**src/rtl/pipeline_bus_arbiter_pkg.sv**
```systemverilog
// pipeline_bus_arbiter_pkg: shared CPU control state encoding, counter type and arbiter defaults
package pipeline_bus_arbiter_pkg;
    localparam logic [1:0] ST_CPU    = 2'd0;
    localparam logic [1:0] ST_DRAIN  = 2'd1;
    localparam logic [1:0] ST_GRANT  = 2'd2;
    localparam logic [1:0] ST_RETURN = 2'd3;
    localparam int DEF_DRAIN_CYCLES = 2;
    localparam int DEF_MAX_GRANT    = 16;
    localparam int DEF_MIN_CPU      = 4;
    localparam int CNT_W            = 8;
    typedef logic [CNT_W-1:0] cnt_t;
endpackage

```
**src/rtl/pipeline_bus_arbiter_down_counter.sv**
```systemverilog
// arb_down_counter: loadable down counter that saturates at zero
module arb_down_counter
    import pipeline_bus_arbiter_pkg::*;
(
    input  logic clk,
    input  logic reset,
    input  logic load,
    input  cnt_t load_value,
    input  logic dec,
    output cnt_t value,
    output logic zero
);
    always_ff @(posedge clk)
        if (reset) value <= '0;
        else if (load) value <= load_value;
        else if (dec && !zero) value <= value - 1'b1;
    assign zero = (value == '0);
endmodule

```
**src/rtl/pipeline_bus_arbiter.sv**
```systemverilog
// pipeline_bus_arbiter: hands the bus to an external master after draining the fetch pipeline
module pipeline_bus_arbiter
    import pipeline_bus_arbiter_pkg::*;
#(
    parameter int DRAIN_CYCLES = DEF_DRAIN_CYCLES,
    parameter int MAX_GRANT    = DEF_MAX_GRANT,
    parameter int MIN_CPU      = DEF_MIN_CPU
) (
    input  logic       clk,
    input  logic       reset,
    input  logic       dma_req,
    input  logic       fetch_suppress_in,
    output logic       bus_request,
    output logic       fetch_suppress,
    output logic       dma_grant,
    output logic       preempt,
    output logic [1:0] arb_state
);
    localparam cnt_t DRAIN_LOAD = cnt_t'(DRAIN_CYCLES - 1);
    localparam cnt_t GRANT_LOAD = cnt_t'(MAX_GRANT - 1);
    // the first CPU cycle already counts toward the cooldown
    localparam cnt_t COOL_LOAD  = cnt_t'(MIN_CPU > 0 ? MIN_CPU - 1 : 0);

    logic [1:0] state, state_nx;
    cnt_t drain_val, grant_val, cool_val;
    logic drain_zero, grant_zero, cool_zero;

    always_comb begin
        state_nx = state;
        case (state)
            ST_CPU:   state_nx = (dma_req && !fetch_suppress_in && cool_zero) ? ST_DRAIN : ST_CPU;
            ST_DRAIN: state_nx = !dma_req ? ST_RETURN : drain_zero ? ST_GRANT : ST_DRAIN;
            ST_GRANT: state_nx = (!dma_req || grant_zero) ? ST_RETURN : ST_GRANT;
            default:  state_nx = ST_CPU;
        endcase
    end

    always_ff @(posedge clk) begin
        if (reset) begin
            state   <= ST_CPU;
            preempt <= 1'b0;
        end else begin
            state   <= state_nx;
            preempt <= (state == ST_GRANT) && dma_req && grant_zero;
        end
    end

    arb_down_counter u_drain (
        .clk(clk), .reset(reset),
        .load(state == ST_CPU && state_nx == ST_DRAIN), .load_value(DRAIN_LOAD),
        .dec(state == ST_DRAIN), .value(drain_val), .zero(drain_zero)
    );

    arb_down_counter u_grant (
        .clk(clk), .reset(reset),
        .load(state == ST_DRAIN && state_nx == ST_GRANT), .load_value(GRANT_LOAD),
        .dec(state == ST_GRANT), .value(grant_val), .zero(grant_zero)
    );

    arb_down_counter u_cool (
        .clk(clk), .reset(reset),
        .load(state == ST_RETURN), .load_value(COOL_LOAD),
        .dec(state == ST_CPU), .value(cool_val), .zero(cool_zero)
    );

    assign bus_request    = (state == ST_DRAIN) || (state == ST_GRANT);
    assign fetch_suppress = (state != ST_CPU);
    assign dma_grant      = (state == ST_GRANT);
    assign arb_state      = state;
endmodule
```
**config.mk**
```make
export PLATFORM = sky130hd
export DESIGN_NAME = pipeline_bus_arbiter
export DESIGN_NICKNAME = d
export VERILOG_FILES = /design/src/rtl/pipeline_bus_arbiter_pkg.sv /design/src/rtl/pipeline_bus_arbiter_down_counter.sv /design/src/rtl/pipeline_bus_arbiter.sv
export SDC_FILE = /design/constraint.sdc
export NUM_CORES = 1
export LEC_CHECK = 0
export ABC_AREA = 1
export BUFFER_PORTS_ARGS = -buffer_cell sky130_fd_sc_hd__buf_4
export CAP_MARGIN = 0
export CORE_ASPECT_RATIO = 1.75
export CORE_MARGIN = 3
export CORE_UTILIZATION = 54
export DETAILED_ROUTE_END_ITERATION = 7
export PLACE_DENSITY = 0.75
export SLEW_MARGIN = 20
export SYNTH_ARGS = -nofsm -noshare
export SYNTH_HDL_FRONTEND = slang
export SYNTH_SLANG_ARGS = --single-unit
```
**constraint.sdc**
```tcl
create_clock -name clk -period 1.25 [get_ports clk]
set_input_delay 0 -clock clk [delete_from_list [all_inputs] [get_ports clk]]
set_output_delay 0 -clock clk [all_outputs]
set_load 0.05 [all_outputs]
```
==> reports/summary.log, run 1 <==
[logic_synthesis] number of enable flip-flop cells after synthesis 0
[setup_path] WP data required 1.48 ns
[sta] max_slew headroom 0.7499
[floorplan] Top-Level Pins 10
[worst_hold_path] Min-Delay Endpoint preempt$_SDFF_PP0_
[logic_synthesis] post-synthesis sequential area ratio 0.3226
[detailed_routing] total routed wirelength 5.328 mm
[logic_synthesis] synthesis-stage register bit count 27
[worst_hold_path] type of the most critical hold path input port to register
[placement] worst setup timing slack at the placement stage -0.2539 ns
[logic_synthesis] Synth Instances 229
[logic_synthesis] Async S/R FF share, synth 0
[cts] clock tree from TritonCTS yes
[pwr] static leakage 1.112 nW
[layout] diodes inserted 0
[layout] Final Non-Filler Cells 333
[placement] Port-buffer cells 9
[sta] pins over their slew limit 0
[detailed_routing] Pre-Repair DR Iteration Count 4
[cts] count of clock tree sinks 27
[layout] fin nets 306
[setup_path] FF-to-FF End u_grant.value[6]$_SDFFE_PP0P_
[setup_path] R2R depth 12
[setup_path] crit start category register
[grt] global-route wire length before repair 7.196 mm
[pwr] Power Total 0.006604 W
[detailed_routing] DRC Markers 0
[detailed_routing] number of vias in the routed layout 1722
[setup_path] nature of the critical path endpoint register
[placement] Cell Area, Placed 2088 um^2
[worst_hold_path] worst hold stages 3
[logic_synthesis] number of distinct library cell variants in the gate-level netlist after synthesis 21
[sta] Fmax 644.9 MHz
[setup_path] RR Startpoint u_grant.value[0]$_SDFFE_PP0P_
[floorplan] vertical extent of the die 79.69 um
[sta] final number of setup-violating endpoints 28
[cts] depth of the CTS H-tree 1
[layout] Filler Cell Count 161
[logic_synthesis] cell type with the highest aggregate area in the netlist sky130_fd_sc_hd__dfxtp_1
[logic_synthesis] Synth warnings 0
[floorplan] Cell Rows 26
[sta] worst clock skew 0.004841 ns
[logic_synthesis] Avg Inst Size Synth 7.316 um^2
[setup_path] Arr. time, crit path 1.78 ns
[sta] hold slack 0.02032 ns
[pwr] power density cells 2655 nW/um^2
[cts] TritonCTS buffer count 3
[sta] hold violation count in the final report 0
[logic_synthesis] cell types occupying the most area after synthesis sky130_fd_sc_hd__dfxtp_1 32%, sky130_fd_sc_hd__inv_1 9.2%, sky130_fd_sc_hd__ha_1 7.5%
[placement] post-detailed-placement half-perimeter wirelength 2.872 mm
[logic_synthesis] leading cell types by count after synthesis 41 x sky130_fd_sc_hd__inv_1, 31 x sky130_fd_sc_hd__nand2_1, 27 x sky130_fd_sc_hd__dfxtp_1, 26 x sky130_fd_sc_hd__nor2_1
[grt] vias in the first global route 1716
[setup_path] worst reg-to-reg setup slack -0.30 ns
[logic_synthesis] post-synthesis net count 243
[sta] crit path time final 1.551 ns
[pwr] worst voltage drop across the vdd grid 2.091 mV
[grt] Remaining Overflow, GRT 0
[outcome] violations in the final reports negative setup slack
[floorplan] Chip Width 48.11 um
[detailed_routing] antenna violation net count after detailed routing 0
[sta] RSZ-0062 raised after global routing yes
[grt] pin count of the biggest net entering global routing 15
[floorplan] Die Footprint 3833 um^2
[logic_synthesis] most frequently used flop master after synthesis sky130_fd_sc_hd__dfxtp_1
[cts] Max Buffers Root-to-Sink 2
[floorplan] initial core utilization 0.5659
[placement] Placer Congestion 0.8133
[sta] Worst Setup Slack, final -0.3006 ns
[detailed_routing] via/cell ratio 5.171
[logic_synthesis] most instantiated library cell after synthesis sky130_fd_sc_hd__inv_1
[cts] post-CTS clock slew at the launch and capture registers of the worst setup and hold paths 0.10 ns
[layout] Area growth syn-to-layout 48.47%
[sta] period utilization 1.240
[detailed_routing] post-detailed-route wirelength per cell 16.00 um
[sta] measured slew at the worst slew-check pin 0.3738 ns
[outcome] status complete, but fails checks
[flow_run] Max-Cap Viols 0
[layout] post-route cell area 2487 um^2
[grt] overall routing resource usage 0.2643
[setup_path] kind of critical path register to register
[placement] Post-Place Cells 315
[grt] antenna violations before repair 0
[setup_path] maximum fanout count along the critical path 5
[logic_synthesis] share of the synthesized area in the top cell type 0.3226
[detailed_routing] number of design-rule violations left by the first detailed-router iteration 54
[cts] clock latency reported for the late side of the worst-skew pair 0.29 ns
[logic_synthesis] Mapped Area 1675 um^2
[cts] Root Buffer Master sky130_fd_sc_hd__clkbuf_8
[layout] layout cell share with drive strength beyond 1 0.4983
[floorplan] Std-Cell Core Area 2960 um^2
[worst_hold_path] hold path startpoint dma_req
## report_power, final
group	internal, W	switching [W]	total, W
Clock	0.000230	0.000299	0.000529
Sequential	0.00109	0.000174	0.00126
Combinational	0.00214	0.00267	0.00481
## cells by family after synthesis
kind of cell,count (synthesis),share of synthesized area
simple gates,97,0.3062
buf+inv,49,0.1150
compound gates,32,0.1083
flops,27,0.3226
xor+xnor,14,0.07319
fa+ha+maj,10,0.07468
## state kept, by name, indices dropped and copies added (netlist names)
| name | count |
|---|---|
| u_grant.value | 8 |
| preempt | 1 |
| u_cool.value | 8 |
| arb_state | 2 |
| u_drain.value | 8 |
## per-stage QoR
| step | setup TNS [ns] | util |
|---|---|---|
| final | -5.766 | 0.8402 |
| after global routing | -7.638 | 0.8402 |
| after CTS | -3.118 | 0.8005 |
| after detailed placement | -4.061 | 0.7054 |
| after global placement | -3.477 | 0.7054 |
| after floorplan | -5.394 | - |
## layer usage
metal,vias up,GRT usage,wire [um]
li1,827,-,-
met1,817,0.2559,1927
met2,47,0.4721,2963
met3,31,0.04063,118
met4,0,0.1644,318
met5,-,0,0
## cell type report
type,count,area [um^2],share of cell area
Timing Repair Buffer,59,499.2,0.2007
Tap cell,42,52.55,0.02113
Sequential cell,27,555.5,0.2233
Clock buffer,4,45.04,0.01811
Multi-Input combinational cell,154,1150,0.4623
Inverter,47,185.2,0.07445
## placed cells by master (no fill, tap or decap), drive strengths merged, types with 2 or more instances in the layout
cell and instances:
nand3 17, buf 58, o21ai 14, dfxtp 27, nand4 2, ha 10, inv 46, nor2 39
clkbuf 4, nand2 39, a21oi 17, xor2 14
## critical path: stages, from the launching register on
cell and delay, ns:
sky130_fd_sc_hd__dfxtp_2 0.34, sky130_fd_sc_hd__inv_2 0.07, sky130_fd_sc_hd__ha_4 0.13, sky130_fd_sc_hd__inv_2 0.04
sky130_fd_sc_hd__nor3_4 0.16, sky130_fd_sc_hd__nand2_4 0.09, sky130_fd_sc_hd__nand2_1 0.08, sky130_fd_sc_hd__nand2_1 0.08
sky130_fd_sc_hd__nand3_2 0.10, sky130_fd_sc_hd__nand2_2 0.08, sky130_fd_sc_hd__nand2_4 0.12, sky130_fd_sc_hd__nand2_4 0.09
sky130_fd_sc_hd__nor2_2 0.11
## how the worst max path moves through the flow
| stage | from | end | slack (ns) | cells after the start |
|---|---|---|---|---|
| after floorplan | arb_state[1]$_SDFF_PP0_ | u_cool.value[5]$_SDFFE_PP0P_ | -0.32 | 8 |
| after global placement | u_drain.value[1]$_SDFFE_PP0P_ | u_grant.value[6]$_SDFFE_PP0P_ | -0.22 | 11 |
| after detailed placement | u_drain.value[1]$_SDFFE_PP0P_ | u_grant.value[6]$_SDFFE_PP0P_ | -0.25 | 11 |
| after CTS | u_grant.value[0]$_SDFFE_PP0P_ | u_grant.value[6]$_SDFFE_PP0P_ | -0.17 | 12 |
| after global routing | u_grant.value[0]$_SDFFE_PP0P_ | u_grant.value[4]$_SDFFE_PP0P_ | -0.37 | 12 |
| final | u_grant.value[0]$_SDFFE_PP0P_ | u_grant.value[6]$_SDFFE_PP0P_ | -0.30 | 12 |
## timing repair
item / CTS / global route
endpoints found under the hold margin: 8 / 0
pin swaps: 20 / 18
buffers inserted: 9 / 3
hold buffers: 1 / 0
endpoints found under the setup margin: 28 / 28
gates resized for setup: 53 / 22
gates cloned: 1 / 1
Power figures use the tool's default switching activity.
==> run 2: changes to the inputs <==
CELL_PAD_IN_SITES_DETAIL_PLACEMENT = 0   (was unset)
CELL_PAD_IN_SITES_GLOBAL_PLACEMENT = 2   (was unset)
CORE_UTILIZATION = 31   (was 54)
PLACE_DENSITY = unset   (was 0.75)
PLACE_DENSITY_LB_ADDON = 0.1   (was unset)
==> run 2 against run 1 <==
  * Highest routed layer unchanged
  * Combinational power barely moved
  * Largest power group unchanged
  * Sequential power is essentially flat
  * Global-route usage fell by 12 points
  * Non-clock buffer count up 11
  * The run still ends with negative setup slack left
  * Critical path depth down 4
  * Routed wire length down 23%
  * Worst setup slack gained 0.12 ns
  * Fmax rose by 8.4%
  * Cell count rose by 6.6%
  * Critical endpoint is now u_cool.value[4]$_SDFFE_PP0P_
  * Utilization down 33 points
  * First-iteration DRC count fell by 46%
  * Die area increased by 66%
==> reports/summary.log, run 2 (synthesis gave the netlist of run 1 again) <==
[outcome] status complete, but fails checks
[outcome] violations in the final reports negative setup slack
[setup_path] FF-to-FF End u_cool.value[4]$_SDFFE_PP0P_
[sta] max_slew headroom 0.8405
[floorplan] Die Footprint 6357 um^2
[setup_path] RR Startpoint arb_state[1]$_SDFF_PP0_
[worst_hold_path] hold path startpoint dma_req
[cts] clock latency reported for the late side of the worst-skew pair 0.27 ns
[setup_path] maximum fanout count along the critical path 5
[layout] diodes inserted 0
[grt] pin count of the biggest net entering global routing 15
[sta] pins over their slew limit 0
[floorplan] Std-Cell Core Area 5105 um^2
[floorplan] Top-Level Pins 10
[detailed_routing] met1 layer wirelength in the final routing 1.577 mm
[cts] post-CTS clock slew at the launch and capture registers of the worst setup and hold paths 0.09 ns
[setup_path] nature of the critical path endpoint register
[cts] clock tree from TritonCTS yes
[grt] antenna violations before repair 0
[floorplan] Cell Rows 34
[placement] Placer Congestion 0.7175
[flow_run] Max-Cap Viols 0
[sta] final number of setup-violating endpoints 27
[setup_path] Arr. time, crit path 1.60 ns
[detailed_routing] total routed wirelength 4.122 mm
[detailed_routing] Pre-Repair DR Iteration Count 4
[worst_hold_path] Min-Delay Endpoint preempt$_SDFF_PP0_
[worst_hold_path] type of the most critical hold path input port to register
[pwr] Power Total 0.006538 W
[grt] global-route wire length before repair 7.065 mm
[layout] layout cell share with drive strength beyond 1 0.5349
[pwr] worst voltage drop across the vdd grid 1.574 mV
[cts] count of clock tree sinks 27
[layout] most frequent cells in the layout 55 x sky130_fd_sc_hd__buf_4, 27 x sky130_fd_sc_hd__inv_1, 22 x sky130_fd_sc_hd__nand2_1, 22 x sky130_fd_sc_hd__nor2_1, 19 x sky130_fd_sc_hd__dfxtp_1
[placement] post-detailed-placement half-perimeter wirelength 3.296 mm
[floorplan] vertical extent of the die 103.3 um
[layout] Area growth syn-to-layout 54.74%
[cts] Root Buffer Master sky130_fd_sc_hd__clkbuf_8
[placement] Post-Place Cells 340
[sta] hold slack 0.01840 ns
[sta] Worst Setup Slack, final -0.1806 ns
[sta] RSZ-0062 raised after global routing yes
[detailed_routing] post-detailed-route wirelength per cell 11.61 um
[detailed_routing] wire length on met3 51 um
[setup_path] R2R depth 8
[detailed_routing] antenna violation net count after detailed routing 0
[sta] measured slew at the worst slew-check pin 0.2390 ns
[layout] fin nets 316
[layout] largest registers in the final layout u_cool.value x8, u_drain.value x8, u_grant.value x8
[worst_hold_path] worst hold stages 3
[detailed_routing] number of vias in the routed layout 1588
[layout] utilization of the core after routing 0.5078
[layout] most common library cell in the layout ignoring fill and taps sky130_fd_sc_hd__buf_4
[detailed_routing] via/cell ratio 4.473
[layout] Final Non-Filler Cells 355
[placement] worst setup timing slack at the placement stage -0.2625 ns
[setup_path] WP data required 1.42 ns
[sta] worst clock skew 0.006000 ns
[detailed_routing] DRC Markers 0
[grt] Remaining Overflow, GRT 0
[sta] period utilization 1.145
[setup_path] source of the critical timing path arb_state[1]$_SDFF_PP0_
[pwr] static leakage 1.163 nW
[grt] vias in the first global route 1579
[placement] Port-buffer cells 9
[setup_path] kind of critical path register to register
[layout] Filler Cell Count 541
[floorplan] Chip Width 61.57 um
[detailed_routing] metal2 WL 2.434 mm
[setup_path] worst reg-to-reg setup slack -0.18 ns
[grt] overall routing resource usage 0.1479
[cts] Max Buffers Root-to-Sink 2
[detailed_routing] highest layer used for signal routing met4
[cts] TritonCTS buffer count 3
[sta] hold violation count in the final report 0
[floorplan] initial core utilization 0.3282
[pwr] power density cells 2522 nW/um^2
[sta] Fmax 699.0 MHz
[cts] depth of the CTS H-tree 1
[setup_path] crit start category register
[sta] crit path time final 1.431 ns
[detailed_routing] number of design-rule violations left by the first detailed-router iteration 29
## run 2: power by group
group | switching, W | internal (W) | total [W]
Clock | 0.000273 | 0.000228 | 0.000501
Sequential | 0.000142 | 0.00109 | 0.00123
Combinational | 0.00248 | 0.00233 | 0.00481
Total | 0.00289 | 0.00364 | 0.00654
## run 2: cell type report
| cell class | count | area, um^2 | share of cell area |
|---|---|---|---|
| multi-input cells | 153 | 1149 | 0.4430 |
| well taps | 54 | 67.56 | 0.02606 |
| repair buffers | 70 | 588.1 | 0.2268 |
| flip-flops and latches | 27 | 555.5 | 0.2143 |
| inverters | 47 | 187.7 | 0.07239 |
| clock buffers | 4 | 45.04 | 0.01737 |
## run 2: worst max path at each step
| stage | to | cells after the start |
|---|---|---|
| after floorplan | u_cool.value[5]$_SDFFE_PP0P_ | 8 |
| after global placement | u_grant.value[6]$_SDFFE_PP0P_ | 11 |
| after detailed placement | u_grant.value[6]$_SDFFE_PP0P_ | 11 |
| after CTS | u_grant.value[6]$_SDFFE_PP0P_ | 11 |
| after global routing | u_grant.value[6]$_SDFFE_PP0P_ | 11 |
| final | u_cool.value[4]$_SDFFE_PP0P_ | 8 |
## run 2: what timing repair did
item | CTS | global route
pin swaps | 17 | 12
hold endpoints to repair | 7 | 0
setup buffers | 4 | 7
hold buffers | 1 | 0
cloned | 0 | 0
setup endpoints to repair | 27 | 28
gates resized for setup | 41 | 40
## run 2: layer usage
| metal | vias up | GRT usage |
|---|---|---|
| li1 | 846 | - |
| met1 | 722 | 0.1598 |
| met2 | 14 | 0.2889 |
| met3 | 6 | 0.01491 |
| met4 | 0 | 0.03922 |
| met5 | - | 0 |
## run 2: worst max-delay path: stages (launching register included)
cell and delay, ns:
sky130_fd_sc_hd__dfxtp_4 0.36, sky130_fd_sc_hd__inv_4 0.07, sky130_fd_sc_hd__ha_4 0.15, sky130_fd_sc_hd__clkinvlp_4 0.12, sky130_fd_sc_hd__nor2_4 0.21, sky130_fd_sc_hd__buf_6 0.14, sky130_fd_sc_hd__nand4_1 0.10, sky130_fd_sc_hd__o21ai_1 0.13
sky130_fd_sc_hd__a21oi_1 0.04
## run 2: through the flow
step	cell area (um^2)	setup TNS, ns
finish	2592	-3.122
global route	2592	-6.136
CTS	2401	-3.394
detailed placement	2201	-4.309
global placement	2201	-4.120
floorplan	1707	-5.394
